$ cat src/rtl/mips_pkg.sv
// Shared encodings for the multi-cycle MIPS sequencer: opcodes, functs, ALU codes,
// mux selects and the state enum.
package mips_pkg;

  localparam logic [5:0] OP_RTYPE = 6'b000000;
  localparam logic [5:0] OP_LW    = 6'b100011;
  localparam logic [5:0] OP_SW    = 6'b101011;
  localparam logic [5:0] OP_ADDI  = 6'b001000;
  localparam logic [5:0] OP_SUBI  = 6'b100111;
  localparam logic [5:0] OP_ANDI  = 6'b101111;
  localparam logic [5:0] OP_ORI   = 6'b110010;
  localparam logic [5:0] OP_BEQ   = 6'b000100;
  localparam logic [5:0] OP_BNE   = 6'b000101;
  localparam logic [5:0] OP_J     = 6'b000010;

  localparam logic [5:0] FN_AND = 6'b100100;
  localparam logic [5:0] FN_OR  = 6'b100101;
  localparam logic [5:0] FN_ADD = 6'b100000;
  localparam logic [5:0] FN_SUB = 6'b100010;

  localparam logic [3:0] ALU_AND = 4'd0;
  localparam logic [3:0] ALU_OR  = 4'd1;
  localparam logic [3:0] ALU_ADD = 4'd2;
  localparam logic [3:0] ALU_SUB = 4'd3;

  localparam logic [1:0] SRCB_RT     = 2'b00;
  localparam logic [1:0] SRCB_FOUR   = 2'b01;
  localparam logic [1:0] SRCB_IMM    = 2'b10;
  localparam logic [1:0] SRCB_IMM_SH = 2'b11;

  localparam logic [1:0] PCSRC_ALU    = 2'b00;
  localparam logic [1:0] PCSRC_ALUOUT = 2'b01;
  localparam logic [1:0] PCSRC_JUMP   = 2'b10;

  typedef enum logic [3:0] {
    S_FETCH    = 4'd0,
    S_DECODE   = 4'd1,
    S_MEM_ADDR = 4'd2,
    S_MEM_RD   = 4'd3,
    S_MEM_WB   = 4'd4,
    S_MEM_WR   = 4'd5,
    S_EXEC_R   = 4'd6,
    S_EXEC_I   = 4'd7,
    S_ALU_WB   = 4'd8,
    S_BRANCH   = 4'd9,
    S_JUMP     = 4'd10,
    S_HALT     = 4'd11
  } state_t;

  // What kind of ALU operation the current state wants.
  typedef enum logic [2:0] {
    CLS_NONE  = 3'd0,
    CLS_ADD   = 3'd1,
    CLS_SUB   = 3'd2,
    CLS_RTYPE = 3'd3,
    CLS_ITYPE = 3'd4
  } alu_cls_t;

endpackage

$ cat src/rtl/mc_alu_decode.sv
// ALU control decode: (state class, opcode, func) -> alu_crtl and a legal flag.
// Purely combinational, zero latency, no backpressure.
module mc_alu_decode
  import mips_pkg::*;
(
  input  alu_cls_t    cls,
  input  logic [5:0]  opcode,
  input  logic [5:0]  func,
  output logic [3:0]  alu_crtl,
  output logic        legal
);

  always_comb begin
    alu_crtl = ALU_AND;
    legal    = 1'b1;
    case (cls)
      CLS_ADD: alu_crtl = ALU_ADD;
      CLS_SUB: alu_crtl = ALU_SUB;
      CLS_RTYPE: begin
        case (func)
          FN_AND:  alu_crtl = ALU_AND;
          FN_OR:   alu_crtl = ALU_OR;
          FN_ADD:  alu_crtl = ALU_ADD;
          FN_SUB:  alu_crtl = ALU_SUB;
          default: legal    = 1'b0;
        endcase
      end
      CLS_ITYPE: begin
        case (opcode)
          OP_ADDI: alu_crtl = ALU_ADD;
          OP_SUBI: alu_crtl = ALU_SUB;
          OP_ANDI: alu_crtl = ALU_AND;
          OP_ORI:  alu_crtl = ALU_OR;
          default: legal    = 1'b0;
        endcase
      end
      default: alu_crtl = ALU_AND;
    endcase
  end

endmodule

$ cat src/rtl/multicycle_control.sv
// Moore sequencer for the multi-cycle MIPS datapath; 3-5 cycles per instruction.
// Memory states stall on mem_ready; illegal opcodes/functs park in HALT until reset.
module multicycle_control
  import mips_pkg::*;
(
  input  logic        clk,
  input  logic        rst,
  input  logic [5:0]  opcode,
  input  logic [5:0]  func,
  input  logic        zero,
  input  logic        mem_ready,
  output logic        pc_write,
  output logic        ir_write,
  output logic        iord,
  output logic        mem_read,
  output logic        mem_write,
  output logic        reg_write,
  output logic        reg_dst,
  output logic        mem_toreg,
  output logic        alu_src_a,
  output logic [1:0]  alu_src_b,
  output logic [3:0]  alu_crtl,
  output logic [1:0]  pc_src,
  output logic [3:0]  state,
  output logic [31:0] retired,
  output logic        halted
);

  state_t      state_q, state_d;
  logic        is_rtype_q, is_bne_q;
  logic [31:0] retired_q;
  logic        retire;
  alu_cls_t    alu_cls;
  logic        alu_legal;
  logic        pc_write_c, ir_write_c, mem_read_c, mem_write_c, reg_write_c;

  mc_alu_decode u_alu_decode (
    .cls      (alu_cls),
    .opcode   (opcode),
    .func     (func),
    .alu_crtl (alu_crtl),
    .legal    (alu_legal)
  );

  always_comb begin
    state_d = state_q;
    case (state_q)
      S_FETCH:  if (mem_ready) state_d = S_DECODE;
      S_DECODE: begin
        case (opcode)
          OP_LW, OP_SW:                      state_d = S_MEM_ADDR;
          OP_RTYPE:                          state_d = S_EXEC_R;
          OP_ADDI, OP_SUBI, OP_ANDI, OP_ORI: state_d = S_EXEC_I;
          OP_BEQ, OP_BNE:                    state_d = S_BRANCH;
          OP_J:                              state_d = S_JUMP;
          default:                           state_d = S_HALT;
        endcase
      end
      S_MEM_ADDR: state_d = (opcode == OP_SW) ? S_MEM_WR : S_MEM_RD;
      S_MEM_RD:   if (mem_ready) state_d = S_MEM_WB;
      S_MEM_WB:   state_d = S_FETCH;
      S_MEM_WR:   if (mem_ready) state_d = S_FETCH;
      S_EXEC_R:   state_d = alu_legal ? S_ALU_WB : S_HALT;
      S_EXEC_I:   state_d = S_ALU_WB;
      S_ALU_WB:   state_d = S_FETCH;
      S_BRANCH:   state_d = S_FETCH;
      S_JUMP:     state_d = S_FETCH;
      S_HALT:     state_d = S_HALT;
      default:    state_d = S_HALT;
    endcase
  end

  // Every path back into FETCH finishes an instruction, except a stalled fetch itself.
  assign retire = (state_d == S_FETCH) && (state_q != S_FETCH);

  always_ff @(posedge clk or negedge rst) begin
    if (!rst) begin
      state_q    <= S_FETCH;
      is_rtype_q <= 1'b0;
      is_bne_q   <= 1'b0;
      retired_q  <= 32'd0;
    end else begin
      state_q <= state_d;
      if (state_q == S_DECODE) begin
        is_rtype_q <= (opcode == OP_RTYPE);
        is_bne_q   <= (opcode == OP_BNE);
      end
      if (retire) retired_q <= retired_q + 32'd1;
    end
  end

  always_comb begin
    pc_write_c  = 1'b0;
    ir_write_c  = 1'b0;
    mem_read_c  = 1'b0;
    mem_write_c = 1'b0;
    reg_write_c = 1'b0;
    iord        = 1'b0;
    reg_dst     = 1'b0;
    mem_toreg   = 1'b0;
    alu_src_a   = 1'b0;
    alu_src_b   = SRCB_RT;
    pc_src      = PCSRC_ALU;
    alu_cls     = CLS_NONE;
    case (state_q)
      S_FETCH: begin
        mem_read_c = 1'b1;
        alu_src_b  = SRCB_FOUR;
        alu_cls    = CLS_ADD;
        ir_write_c = mem_ready;
        pc_write_c = mem_ready;
      end
      S_DECODE: begin
        alu_src_b = SRCB_IMM_SH;
        alu_cls   = CLS_ADD;
      end
      S_MEM_ADDR: begin
        alu_src_a = 1'b1;
        alu_src_b = SRCB_IMM;
        alu_cls   = CLS_ADD;
      end
      S_MEM_RD: begin
        iord       = 1'b1;
        mem_read_c = 1'b1;
      end
      S_MEM_WB: begin
        reg_write_c = 1'b1;
        mem_toreg   = 1'b1;
      end
      S_MEM_WR: begin
        iord        = 1'b1;
        mem_write_c = 1'b1;
      end
      S_EXEC_R: begin
        alu_src_a = 1'b1;
        alu_cls   = CLS_RTYPE;
      end
      S_EXEC_I: begin
        alu_src_a = 1'b1;
        alu_src_b = SRCB_IMM;
        alu_cls   = CLS_ITYPE;
      end
      S_ALU_WB: begin
        reg_write_c = 1'b1;
        reg_dst     = is_rtype_q;
      end
      S_BRANCH: begin
        alu_src_a  = 1'b1;
        alu_cls    = CLS_SUB;
        pc_src     = PCSRC_ALUOUT;
        pc_write_c = is_bne_q ? ~zero : zero;
      end
      S_JUMP: begin
        pc_write_c = 1'b1;
        pc_src     = PCSRC_JUMP;
      end
      default: ;
    endcase
  end

  // Reset lands the state in FETCH at once; the gate keeps that from issuing a read early.
  assign pc_write  = pc_write_c  & rst;
  assign ir_write  = ir_write_c  & rst;
  assign mem_read  = mem_read_c  & rst;
  assign mem_write = mem_write_c & rst;
  assign reg_write = reg_write_c & rst;

  assign state   = state_q;
  assign retired = retired_q;
  assign halted  = (state_q == S_HALT);

endmodule

$ cat config.mk
export PLATFORM = sky130hd
export DESIGN_NAME = multicycle_control
export DESIGN_NICKNAME = d
export VERILOG_FILES = /design/src/rtl/mips_pkg.sv /design/src/rtl/mc_alu_decode.sv /design/src/rtl/multicycle_control.sv
export SDC_FILE = /design/constraint.sdc
export NUM_CORES = 1
export LEC_CHECK = 0
export ABC_CLOCK_PERIOD_IN_PS = 2900
export CAP_MARGIN = 15
export CORE_MARGIN = 2
export CORE_UTILIZATION = 50
export CTS_BUF_LIST = sky130_fd_sc_hd__clkbuf_4 sky130_fd_sc_hd__clkbuf_8
export CTS_CLUSTER_DIAMETER = 80
export DETAILED_ROUTE_END_ITERATION = 12
export PLACE_DENSITY = 0.94
export SLEW_MARGIN = 10
export SYNTH_ARGS = -nofsm -noshare
export SYNTH_HDL_FRONTEND = slang
export SYNTH_SLANG_ARGS = --single-unit
$ cat constraint.sdc
create_clock -name clk -period 2.9 [get_ports clk]
set_clock_uncertainty 0.05 [all_clocks]
set_input_delay 0.435 -clock clk [delete_from_list [all_inputs] [get_ports clk]]
set_output_delay 0.435 -clock clk [all_outputs]
set_load 0.1 [all_outputs]
# [Word level (Yosys, flattened, before mapping)]
# Index checks and enable logic that the tools add are counted.
[word_totals] output_inout_bits=54 register_bits=38 wordCells=81
[classes] eq_ne=28 n_reduce_logical=16 n_bitwise=6 n_addsub=1 mux=26
[ops] operator="6-bit equality test (second input constant)" n=9
[ops] operator="32-bit by 1-bit adder with 32-bit output (second input constant)" n=1
[ops] operator="4-bit one-hot mux with 8 select lines" n=1
[ops] operator="4-bit one-hot mux with 5 select lines" n=1
[ops] operator="2-bit one-hot mux with 3 select lines" n=3
[ops] operator="4-bit by 3-bit equality test with 1-bit output (second input constant)" n=4
[ops] operator="4-bit equality test (second input constant)" n=4
[ops] operator="4-bit one-hot mux with 4 select lines" n=1
[ops] operator="4-bit OR reduction" n=4
[ops] operator="6-bit by 3-bit equality test with 1-bit output (second input constant)" n=2
[ops] operator="4-bit 2-to-1 mux" n=3
[ops] operator="3-bit one-hot mux with 4 select lines" n=1
[ops] operator="2-bit OR reduction" n=6
[ops] operator="1-bit 2-to-1 mux" n=11
[ops] operator="4-bit by 2-bit equality test with 1-bit output (second input constant)" n=2
[ops] operator="4-bit zero test" n=2
[ops] operator="3-bit by 2-bit equality test with 1-bit output (second input constant)" n=2
[ops] operator="6-bit by 2-bit equality test with 1-bit output (second input constant)" n=1
[ops] operator="6-bit by 4-bit equality test with 1-bit output (second input constant)" n=1
[ops] operator="6-bit zero test" n=1
[ops] operator="1-bit AND" n=5
[ops] operator="4-bit by 1-bit equality test with 1-bit output (second input constant)" n=1
[ops] operator="2-bit one-hot mux with 2 select lines" n=1
[ops] operator="4-bit nonzero test" n=1
[ops] operator="other kinds (9)" n=9

# [Depth between registers and ports, before layout]
# Gate-level depths: netlist of the first run.
[depth] word_depth=9 mapped_depth=9 ltp_nobuf=7

# [By module]
# A second synthesis of the first run with hierarchy kept.
[unflattened] cells_unflattened=271 area_unflattened_um2=2434.8
[modules_own_cells] module="multicycle_control" instances=1 area_each_um2=2213.4 seq_area_each_um2=950.9 cells_each=240
[modules_own_cells] module="mc_alu_decode" instances=1 area_each_um2=221.5 seq_area_each_um2=0.0 cells_each=31

# [Worst setup path after synthesis of the first run]
# No wires, ideal clock.
[synth_timing] kind="register to output" from="register state_q[2] (netlist: state[2])" to="output alu_crtl[0]" path_stages_with_launch=5 arrival_time_ps=4771 t_required_ps=2415 slack_ps=-2356 n_path_buf=2 cell_sequence="dfrtp_1 -> clkbuf_1 -> clkbuf_1 -> nand2b_1 -> o41ai_1"
[synth_between] elab_chain_len=5 word_cells_on_any_way=13
[synth_lines] element="start: declaration" line="multicycle_control.sv:29" source="state_t state_q, state_d;"
[synth_lines] element="start signal: assignment" line="multicycle_control.sv:83" source="state_q <= state_d;"
[synth_lines] element="4-bit by 1-bit equality test with 1-bit output, or another cell as far along" line="multicycle_control.sv:105" source="case (state_q)"
[synth_lines] element="3-bit OR reduction (no line)"
[synth_lines] element="3-bit one-hot mux with 4 select lines (*)" line="multicycle_control.sv:105"
[synth_lines] element="3-bit equality test, or another cell as far along" line="mc_alu_decode.sv:16" source="case (cls)"
[synth_lines] element="4-bit one-hot mux with 4 select lines (*)" line="mc_alu_decode.sv:16"
[synth_lines] element="end: declaration" line="multicycle_control.sv:22" source="output logic [3:0] alu_crtl,"
# Mark *: on every way between the ends. The rest lies on a longest branch, timed or not.

# [Worst setup path after layout of the first run]
[layout_timing] from="input opcode[3]" to="output alu_crtl[0]"
[layout_between] elab_chain_len=3 word_cells_on_any_way=5
[layout_lines] element="start: declaration" line="multicycle_control.sv:8" source="input logic [5:0] opcode,"
[layout_lines] element="6-bit equality test / 6-bit by 4-bit equality test with 1-bit output (equally long branches)" line="mc_alu_decode.sv:29" source="case (opcode)"
[layout_lines] element="2-bit one-hot mux with 3 select lines (*)" line="mc_alu_decode.sv:29"
[layout_lines] element="4-bit one-hot mux with 4 select lines (*)" line="mc_alu_decode.sv:16"
# Marked as above.

==> key figures, run 1 <==
Synthesis
  – Most instantiated cells after synthesis: dfrtp_1 (38), xor2_1 (30), nand2_1 (24), nor3_1 (24), nor2_1 (19)
  – Async SR Flop Fraction: 100%
  – Synth warnings: 0
  – Number of synthesized flops with an enable pin: 0
  – Register area share after synthesis: 38.3%
  – Mapped cell area: 2480 µm²
  – Most frequent cell after synthesis: dfrtp_1
  – Post-synthesis mux area share: 0.908%
  – Synth top area share: between 30% and 40%
  – Post-synthesis compound-gate area fraction: under 10%
  – Distinct cells, synth: 50
  – Cell taking the most area after synthesis: dfrtp_1
  – Ys flop type: dfrtp_1
  – Mean post-synth cell area: approximately 8.9 µm²
  – Seq cells post-synth: 38
  – Largest family of logic cells by synthesized area: simple AND/OR/NAND/NOR gates
  – Simple-Gate Fraction of Synth Area: 36.0%
  – Adder-cell share of the synthesized area: 0.504%
  – Synth area leaders: dfrtp_1 (38%), xor2_1 (11%), nor4_2 (5.0%)
  – Post-Synth XOR/XNOR Area: 11.6%
  – Gate Count Post-Synth: 278

Global routing
  – GRT overflow: 0
  – Total GRT Usage: 24.7%
  – First-pass GRT wire length: 10600 µm
  – Largest net degree at the start of global routing: 31
  – Vias in the first global route: around 2200
  – Initial antenna violation count: 0

CTS
  – CTS Buf Count: 5
  – Root Buffer: clkbuf_8
  – H-tree levels: 2
  – CTS tree: built
  – Worst-Skew Late Latency: roughly 0.29 ns
  – Sink Count: 38
  – Largest buffer count on any clock path: 2
  – Reg clk slew, reported paths: 0.07 ns
  – Setup Fix Bufs, Post-CTS: 0

Route
  – Detailed Route Iter0 Violations: 222
  – Vias post-DR: about 2400
  – Vias per std cell: 5.77
  – Antenna viol nets, final: 0
  – Avg WL per Cell: around 16 µm
  – DRC: 0
  – Drt first pass iters: 4
  – Final WL: around 6600 µm

Worst hold path
  – Hold Path End: retired[31]
  – Hold Path Origin: retired[31]
  – Hold depth: 1
  – Worst hold-check path type: register to register

STA
  – Final setup fails: 0
  – Fin crit share: just under 100%
  – Final worst path period need: 2.79 ns
  – Max Slew Vio Count: 0
  – Final hold violations: 0
  – Max-slew headroom: 64.7%
  – Unrepaired setup endpoints after global routing: no
  – Worst-Margin Slew: 0.529 ns
  – Final WS setup: 0.114 ns
  – Max Fclk: 0.359 GHz

Power
  – Leakage: 1.64 nW
  – Power per cell area: 1090 nW/µm²
  – Overall power: 3.75 mW
  – Peak supply drop: 1.08 mV

Layout
  – Area grow syn2layout: 39.1%
  – Ant. Diodes: 0
  – Finished Layout Cells: around 420
  – Layout cell share with drive strength beyond 1: 31.0%
  – Final Instance Area: 3450 µm²
  – Nets: 365

Placed design
  – RD Place Congestion: 0.911
  – Post-placement cell area: 3320 µm²
  – Buffers added on ports: 67
  – Placed cells: 407
  – Detailed placer's ending HPWL: 4880 µm
  – Pre-CTS setup slack: -0.0536 ns

Critical path
  – Crit path arrival time: 2.30 ns
  – Critical Setup Path Class: input port to primary output
  – Reg-to-reg slack, setup: ~0.27 ns
  – CP max stage delay: 0.72 ns
  – Max FO, Critical Path: 8
  – Worst reg2reg path depth: 6
  – Worst flop-to-flop path endpoint: retired[28]
  – CP Cell Sequence: clkdlybuf4s50_1 -> or4b_2 -> o22ai_1 -> nand2_1 -> o41ai_4 -> buf_12
  – Highest-delay cell along the critical path: or4b_2
  – Reg2reg start: state[1]
  – CP Launch Type: input port
  – CP endpoint kind: primary output
  – WP data required: 2.41 ns

Floorplan
  – Initial Utilization: 52.2%
  – # rows: 25
  – Die height: 74.4 µm
  – Core Area: between 4000 and 5000 µm²
  – Chip Width: around 74 µm
  – # IOs: 70
  – Die area: 5540 µm²

Flow run
  – Max-cap violations: 0

Run status
  – Status: finished, final reports clean
layer usage:
metal	vias to the layer above	share of wire, %	GRT usage [%]
met1	1161	43	33.9
met4	0	0.93	6.55
met5	-	0	0
met2	91	50	40.0
met3	6	5.8	5.15
li1	1135	-	-
logic make-up (layout without fill, tap and decap cells):
family,Yosys count,in the layout
and+or+nand+nor,150,150
DFF,38,38
xor gates and xnor gates,33,33
AOI/OAI and AO/OA,31,31
buffers and inverters,22,91
muxes,2,2
adders and majority gates,1,1
other,1,2
power breakdown:
group	switching [mW]	internal, mW	leakage, nW
Sequential	0.200	0.601	0.501
Combinational	1.82	0.675	1.08
Clock	0.186	0.275	0.0573
sequential cells by signal, indices dropped and copies added (netlist names):
register,cells
state,4
retired,32
is_rtype_q,1
is_bne_q,1
worst max-delay path: cells and delay by family:
| family | cells | cell delay, ns |
|---|---|---|
| simple gates | 2 | 0.84 |
| buf+inv | 2 | 0.78 |
| compound gates | 2 | 0.24 |
cell usage in the layout (no fill, tap or decap), drive strengths merged, types with 3 or more instances in the layout:
cell / n
o22ai: 3
a21oi: 6
nand2b: 8
nand2: 24
inv: 5
nor3b: 3
nor3: 24
and3: 9
nor2b: 3
or2: 4
nor2: 19
nand4b: 3
nand3: 12
clkdlybuf4s50: 12
and2: 5
o21ai: 7
nand4: 11
buf: 64
xor2: 30
xnor2: 3
nor4: 11
clkbuf: 6
dfrtp: 38
worst max path at each step:
stage | cells after the start | slack (ns) | startpoint | to
floorplan | 7 | -0.12 | state[2] | alu_crtl[0]
global placement | 8 | 0.02 | func[2] | retired[1]
detailed placement | 8 | -0.05 | func[2] | retired[1]
CTS | 7 | 0.10 | opcode[5] | alu_crtl[0]
global route | 6 | 0.03 | opcode[3] | alu_crtl[0]
finish | 6 | 0.11 | opcode[3] | alu_crtl[0]
final cells by class:
cell class	instances	area, µm²
fill	343	1300
sequential	38	958
clock inverter	1	30.0
clock buffer	6	82.6
timing repair buffer	79	721
tap	67	83.8
multi-input combinational	219	1560
inverter	5	18.8
through the flow:
step / TNS (ns) / hold WS (ns) / util [%]
2_1_floorplan: -0.123 / 0.0894 / -
4_1_cts: 0 / 0.443 / 72.5
6_report: 0 / 0.434 / 72.6
3_3_place_gp: 0 / 0.272 / 69.9
5_1_grt: 0 / 0.467 / 72.6
3_5_place_dp: -0.273 / 0.272 / 69.9
timing repair:
item,CTS,global route
gates resized for setup,0,2
endpoints found under the setup margin,0,1
hold endpoints to repair,8,0
hold buffers,1,0
(Power assumes the default switching activity.)
==> inputs of run 2 (changes only) <==
--- a/config.mk
+++ b/config.mk
@@ -8,12 +8,13 @@
 export ABC_CLOCK_PERIOD_IN_PS = 2900
 export CAP_MARGIN = 15
 export CORE_MARGIN = 2
-export CORE_UTILIZATION = 50
+export CORE_UTILIZATION = 49
 export CTS_BUF_LIST = sky130_fd_sc_hd__clkbuf_4 sky130_fd_sc_hd__clkbuf_8
 export CTS_CLUSTER_DIAMETER = 80
 export DETAILED_ROUTE_END_ITERATION = 12
-export PLACE_DENSITY = 0.94
+export PLACE_DENSITY = 0.93
 export SLEW_MARGIN = 10
 export SYNTH_ARGS = -nofsm -noshare
 export SYNTH_HDL_FRONTEND = slang
+export SYNTH_HIERARCHICAL = 1
 export SYNTH_SLANG_ARGS = --single-unit
==> key figures, run 2 <==
Synthesis
  – Cell taking the most area after synthesis: dfrtp_1
  – Synth top area share: 39.1% (+0.73 points)
  – Mean post-synth cell area: 8.98 µm² (+0.67%)
  – Register area share after synthesis: 39.1% (+0.73 points)
  – Mapped cell area: 2430 µm² (-1.9%)
  – Ys flop type: dfrtp_1
  – Most instantiated cells after synthesis: dfrtp_1 (38), nor2_1 (29), nand2_1 (21)
  – Synth warnings: 6 (+6)
  – Distinct cells, synth: 58 (+16%)
  – Number of synthesized flops with an enable pin: 0 (unchanged)
  – Most frequent cell after synthesis: dfrtp_1
  – Synth area leaders: dfrtp_1 (39%), xor2_1 (6.8%), xnor2_1 (5.0%)
  – Async SR Flop Fraction: 100% (unchanged)
  – Gate Count Post-Synth: 271 (-2.5%)
  – Seq cells post-synth: 38 (unchanged)

STA
  – Fin crit share: 98.1% (+2.0 points)
  – Final worst path period need: 2.84 ns (+0.0589 ns)
  – Final hold violations: 0 (unchanged)
  – Max Slew Vio Count: 0 (unchanged)
  – Max Fclk: 0.352 GHz (-2.1%)
  – WHS: 0.442 ns (+0.00753 ns)
  – Final setup fails: 0 (unchanged)
  – Unrepaired setup endpoints after global routing: yes

CTS
  – CTS tree: built
  – H-tree levels: 2 (unchanged)
  – Worst-Skew Late Latency: 0.29 ns (about the same)
  – CTS Buf Count: 5 (unchanged)
  – Reg clk slew, reported paths: 0.07 ns (about the same)
  – Sink Count: 38 (unchanged)
  – Root Buffer: clkbuf_8
  – Largest buffer count on any clock path: 2 (unchanged)

Layout
  – Final Util: 77.3% (+4.7 points)
  – Max reg flops: 32 (unchanged)
  – Commonest non-fill, non-tap cell in the layout: buf_4
  – Ant. Diodes: 0 (unchanged)
  – Layout cell share with drive strength beyond 1: 35.7% (+4.7 points)
  – Most frequent cells in the layout: buf_4 (83), dfrtp_1 (34), nor2_1 (28)
  – Finished Layout Cells: 445 (+7.2%)
  – Nets: 394 (+7.9%)
  – Area grow syn2layout: 51.0%

Power
  – Power per cell area: 1020 nW/µm² (-6.4%)
  – Switching Share: 54.8% (-3.9 points)
  – Power share of the clock group: 11.8% (-0.5 points)
  – Overall power: 3.74 mW (-0.31%)
  – Leakage: 1.78 nW (+8.7%)
  – Internal power: 1.69 mW (+9.1%)
  – Switching power total: 2.05 mW (-6.9%)
  – Peak supply drop: 1.21 mV (+12%)
  – Reg power frac: 19.5% (-1.8 points)
  – Comb pwr share: 68.7% (+2.3 points)

Global routing
  – Vias in the first global route: 2362 (+8.6%)
  – Met3 Use GR: 4.47% (-0.68 points)
  – Met1 usage: 29.9% (-4.0 points)
  – Layer carrying the most global-route usage: met2
  – Largest net degree at the start of global routing: 32 (+3.2%)
  – GR Util met2: 48.3% (+8.3 points)
  – GRT overflow: 0 (unchanged)
  – Initial antenna violation count: 0 (unchanged)
  – First-pass GRT wire length: 11100 µm (+4.9%)
  – Total GRT Usage: 26.0% (+1.3 points)

Critical path
  – Reg-to-reg slack, setup: 0.06 ns (-0.21 ns)
  – CP endpoint kind: register
  – WP data required: 3.07 ns (+0.66 ns)
  – Critical Setup Path Class: register to register
  – Worst reg2reg path depth: 13 (+7)
  – Reg2reg start: state[0]
  – Crit path launch: state[0]
  – Max FO, Critical Path: 7 (-1)
  – CP Launch Type: register
  – Worst flop-to-flop path endpoint: retired[10]
  – CP endpoint: retired[10]
  – Crit path arrival time: 3.01 ns (+0.71 ns)

Flow run
  – Max-cap violations: 0 (unchanged)

Route
  – Antenna viol nets, final: 0 (unchanged)
  – Vias post-DR: 2519 (+5.3%)
  – Vias per std cell: 5.66 (-1.8%)
  – Detailed Route Iter0 Violations: 194 (-13%)
  – Final WL: 7240 µm (+9.0%)
  – Drt first pass iters: 9 (+5)
  – Avg WL per Cell: 16.3 µm (+1.7%)
  – DRC: 0 (unchanged)

Floorplan
  – Die area: 5550 µm² (+0.12%)
  – # IOs: 70 (unchanged)
  – # rows: 25 (unchanged)
  – Core Area: 4750 µm² (unchanged)
  – Initial Utilization: 51.2% (-0.97 points)
  – Chip Width: 74.5 µm (about the same)
  – Die height: 74.5 µm (about the same)

Run status
  – Status: finished, final reports clean

Placed design
  – RD Place Congestion: 0.883 (-3.1%)
  – Buffers added on ports: 67 (unchanged)
  – Placed cells: 430 (+5.7%)
  – Detailed placer's ending HPWL: 5110 µm (+4.8%)

Worst hold path
  – Worst hold-check path type: register to register
run 2: cell count changes after synthesis, moves of 5 or more:
| cell | delta |
|---|---|
| xnor2_1 | +11 |
| nor3_1 | -9 |
| xor2_1 | -11 |
| and3_1 | -7 |
| buf_2 | -5 |
| nor2_1 | +10 |
| nand3_1 | +6 |
| nor4_2 | -10 |
run 2: routing by layer:
metal / vias to the layer above / share of wire (%)
li1: 1189 / -
met1: 1191 / 38
met2: 117 / 53
met3: 22 / 5.3
met4: 0 / 3.0
met5: - / 0
run 2: repair_timing:
item | CTS | global route
resized for setup | 6 | 16
endpoints found under the hold margin | 7 | 0
cloned | 0 | 1
pin swaps | 2 | 12
endpoints found under the setup margin | 7 | 12
setup buffers | 0 | 5
hold buffers | 1 | 0
run 2: kinds of logic (layout without fill, tap and decap cells):
logic type	Yosys count	after routing	synth area share (%)
AOI/OAI and AO/OA	39	39	11.3
muxes	2	2	1.03
adders and majority gates	1	1	0.514
xor gates and xnor gates	33	33	11.9
buffers and inverters	19	125	3.65
DFF	38	38	39.1
other	1	2	0.154
and+or+nand+nor	138	138	32.5
run 2: critical path, stage by stage, from the launching register on:
cell      delay (ns)
dfrtp_4         0.51
nor2b_2         0.17
nand3b_1        0.12
o21ai_2         0.09
nand2_1         0.09
a211oi_1        0.07
a41oi_2         0.19
a21boi_1        0.09
o21ai_1         0.17
nand3_1         0.14
or4_4           0.57
buf_6           0.16
nor3_1          0.20
xor2_1          0.17
run 2: final cells by class:
type / instances / area, µm²
Clock buffer: 5 / 68.8
Clock inverter: 3 / 40.0
Inverter: 8 / 30.0
Fill cell: 314 / 1080
Tap cell: 67 / 83.8
Sequential cell: 38 / 966
Multi-Input combinational cell: 215 / 1540
Timing Repair Buffer: 109 / 950
run 2: metrics by stage:
step	instance area, µm²	setup TNS [ns]	worst slack [ns]
2_1_floorplan	2550	-3.42	-0.333
3_5_place_dp	3420	-5.74	-0.415
5_1_grt	3680	-0.454	-0.0925
3_3_place_gp	3420	-3.36	-0.297
6_report	3680	0	0.0555
4_1_cts	3560	0	0.00814
run 2: how the worst min path moves through the flow:
stage	start	endpoint	slack [ns]	cells after the start
detailed placement	rst	state[0]	0.29	1
finish	retired[20]	retired[20]	0.44	1
CTS	retired[20]	retired[20]	0.44	1
global route	retired[17]	retired[17]	0.46	1
global placement	rst	state[2]	0.29	1
floorplan	rst	is_bne_q	0.09	0
run 2: power by group through the flow:
| stage | Combinational [mW] | Sequential (mW) | Clock, mW |
|---|---|---|---|
| final | 2.57 | 0.731 | 0.441 |
| after global routing | 2.69 | 0.741 | 0.465 |
| after CTS | 2.49 | 0.730 | 0.438 |
| after detailed placement | 2.46 | 0.733 | 0 |
| after global placement | 2.43 | 0.727 | 0 |
| after floorplan | 1.41 | 1.14 | 0 |
==> inputs of run 3 (changes only) <==
--- a/config.mk
+++ b/config.mk
@@ -5,13 +5,15 @@
 export SDC_FILE = /design/constraint.sdc
 export NUM_CORES = 1
 export LEC_CHECK = 0
+export ABC_AREA = 1
 export ABC_CLOCK_PERIOD_IN_PS = 2900
 export CAP_MARGIN = 15
 export CORE_MARGIN = 2
-export CORE_UTILIZATION = 49
+export CORE_UTILIZATION = 51
 export CTS_BUF_LIST = sky130_fd_sc_hd__clkbuf_4 sky130_fd_sc_hd__clkbuf_8
 export CTS_CLUSTER_DIAMETER = 80
 export DETAILED_ROUTE_END_ITERATION = 12
+export GPL_ROUTABILITY_DRIVEN = 0
 export PLACE_DENSITY = 0.93
 export SLEW_MARGIN = 10
 export SYNTH_ARGS = -nofsm -noshare
==> key figures, run 3 <==
Layout
  – Most frequent cells in the layout: nand2_1 (154), inv_1 (66), nand3_1 (62)
  – Area grow syn2layout: 37.9%
  – Commonest non-fill, non-tap cell in the layout: nand2_1
  – Nets: 548 (+39%)
  – Layout cell share with drive strength beyond 1: 23.3% (-12 points)
  – Finished Layout Cells: 604 (+36%)
  – Max reg flops: 32 (unchanged)
  – Ant. Diodes: 0 (unchanged)
  – Final Instance Area: 3890 µm² (+5.9%)

Floorplan
  – Die area: 6150 µm² (+11%)
  – Core Area: 5440 µm² (+14%)
  – # IOs: 70 (unchanged)
  – # rows: 27 (+8.0%)
  – Chip Width: 78.4 µm (+5.3%)
  – Die height: 78.4 µm (+5.3%)
  – Initial Utilization: 51.9% (+0.71 points)

Power
  – Leakage: 1.95 nW (+9.5%)
  – Peak supply drop: 0.239 mV (-80%)
  – Power per cell area: 254 nW/µm² (-75%)

Critical path
  – Critical Setup Path Class: register to register
  – CP Launch Type: register
  – Worst flop-to-flop path endpoint: retired[18]
  – Max FO, Critical Path: 9 (+2)
  – Worst reg2reg path depth: 21 (+8)
  – Reg-to-reg slack, setup: 0.11 ns (+0.06 ns)
  – Reg2reg start: state[1]
  – CP endpoint kind: register
  – WP data required: 3.03 ns (-0.04 ns)
  – Crit path arrival time: 2.92 ns (-0.09 ns)

Global routing
  – Total GRT Usage: 23.4% (-2.6 points)
  – First-pass GRT wire length: 11700 µm (+5.6%)
  – Largest net degree at the start of global routing: 39 (+22%)
  – Vias in the first global route: 2707 (+15%)
  – Initial antenna violation count: 0 (unchanged)
  – GRT overflow: 0 (unchanged)

Synthesis
  – Distinct cells, synth: 31 (-47%)
  – Ys flop type: dfrtp_1
  – Mapped cell area: 2820 µm² (+16%)
  – Async SR Flop Fraction: 100% (unchanged)
  – Seq cells post-synth: 38 (unchanged)
  – Gate Count Post-Synth: 452 (+67%)
  – Register area share after synthesis: 33.7% (-5.4 points)
  – Synth area leaders: dfrtp_1 (34%), nand2_1 (21%), nand3_1 (11%)
  – Most frequent cell after synthesis: nand2_1
  – Synth warnings: 6 (unchanged)
  – Cell taking the most area after synthesis: dfrtp_1
  – Most instantiated cells after synthesis: nand2_1 (158), inv_1 (70), nand3_1 (64)
  – Synth top area share: 33.7% (-5.4 points)
  – Number of synthesized flops with an enable pin: 0 (unchanged)
  – Mean post-synth cell area: 6.25 µm² (-30%)

STA
  – Final hold violations: 0 (unchanged)
  – Unrepaired setup endpoints after global routing: yes
  – Setup TNS: 0 ns (unchanged)
  – Max Slew Vio Count: 0 (unchanged)
  – Final setup fails: 0 (unchanged)
  – Fin crit share: 96.1% (-2.0 points)
  – Final worst path period need: 2.79 ns (-0.0576 ns)
  – Max Fclk: 0.359 GHz (+2.1%)
  – Final WS setup: 0.113 ns (+0.0576 ns)

Placed design
  – Placed cells: 587 (+37%)
  – Buffers added on ports: 67 (unchanged)
  – Detailed placer's ending HPWL: 5380 µm (+5.3%)
  – Pre-CTS setup slack: 0.0609 ns (+0.476 ns)
  – Post-placement cell area: 3620 µm² (+6.0%)

CTS
  – Root Buffer: clkbuf_8
  – Sink Count: 38 (unchanged)
  – Reg clk slew, reported paths: 0.07 ns (about the same)
  – H-tree levels: 2 (unchanged)
  – Worst-Skew Late Latency: 0.29 ns (about the same)
  – CTS tree: built
  – Largest buffer count on any clock path: 2 (unchanged)
  – CTS Hold Bufs: 0 (-1)
  – CTS Buf Count: 5 (unchanged)

Route
  – Vias per std cell: 5.19 (-8.3%)
  – Antenna viol nets, final: 0 (unchanged)
  – Final WL: 7770 µm (+7.4%)
  – Vias post-DR: 3136 (+24%)
  – Avg WL per Cell: 12.9 µm (-21%)
  – Drt first pass iters: 5 (-4)
  – Detailed Route Iter0 Violations: 262 (+35%)
  – DRC: 0 (unchanged)

Flow run
  – Max-cap violations: 0 (unchanged)

Run status
  – Status: finished, final reports clean

Worst hold path
  – Worst hold-check path type: input port to asynchronous set/reset pin
==> run 3: through the flow <==
stage                     total power [mW]  hold slack (ns)  util [%]
final                                0.990            0.162      71.6
after global routing                  1.02            0.213      71.6
after CTS                            0.992            0.186      68.3
after detailed placement             0.615            0.433      66.6
after global placement               0.614            0.423      66.6
after floorplan                      0.575           0.0894         -
==> run 3: final cells by class <==
type	count	area [µm²]
Tap cell	72	90.1
Clock buffer	8	91.3
Inverter	77	292
Timing Repair Buffer	79	833
Fill cell	407	1550
Multi-Input combinational cell	330	1620
Sequential cell	38	966
==> run 3: kinds of logic (layout without fill, tap and decap cells) <==
| group | count (synthesis) | count (layout) | synth area share (%) |
|---|---|---|---|
| and+or+nand+nor | 311 | 311 | 49.0 |
| DFF | 38 | 38 | 33.7 |
| other | 1 | 2 | 0.133 |
| AOI/OAI and AO/OA | 13 | 13 | 2.66 |
| xor gates and xnor gates | 3 | 3 | 0.931 |
| adders and majority gates | 1 | 1 | 0.443 |
| buffers and inverters | 85 | 164 | 13.2 |
==> run 3: repair_timing <==
item | CTS | global route
gates resized for setup | 0 | 13
buffers inserted | 0 | 5
setup endpoints to repair | 0 | 32
==> run 3: power by group <==
| group | internal (mW) | total (mW) | switching, mW |
|---|---|---|---|
| clock | 0.199 | 0.385 | 0.186 |
| sequential | 0.529 | 0.529 | 0 |
| combinational | 0.0266 | 0.0756 | 0.0490 |
==> run 3: worst max path at each step <==
| stage | start | depth (start not counted) | endpoint |
|---|---|---|---|
| after detailed placement | state[3] | 19 | retired[2] |
| after floorplan | state[3] | 22 | retired[12] |
| after CTS | state[3] | 19 | retired[0] |
| after global routing | state[1] | 21 | retired[18] |
| after global placement | opcode[5] | 17 | retired[6] |
| final | state[1] | 21 | retired[18] |
==> run 3: critical path: stages, from the launching register on <==
cell       delay, ns
dfrtp_4         0.54
nor2_4          0.12
inv_2           0.06
nor2_4          0.14
inv_2           0.07
nand2_4         0.08
nand3_4         0.09
nor2_2          0.11
nand2_1         0.06
nand2_1         0.06
nor2_1          0.04
nand2_1         0.05
nor2_1          0.05
nor2_1          0.10
nand3_1         0.11
nor2_1          0.14
nand3_2         0.14
nor2_8          0.25
clkbuf_16       0.21
nand2_1         0.05
nand2_1         0.07
nand2_1         0.06
==> run 3: per-layer routing <==
metal / global-route usage (%) / share of wire [%] / vias up / wire [µm]
li1: - / - / 1557 / -
met1: 28.5 / 41 / 1444 / 3170
met2: 41.8 / 52 / 122 / 4040
met3: 4.25 / 5.5 / 13 / 429
met4: 7.54 / 1.7 / 0 / 129
met5: 0 / 0 / - / 0
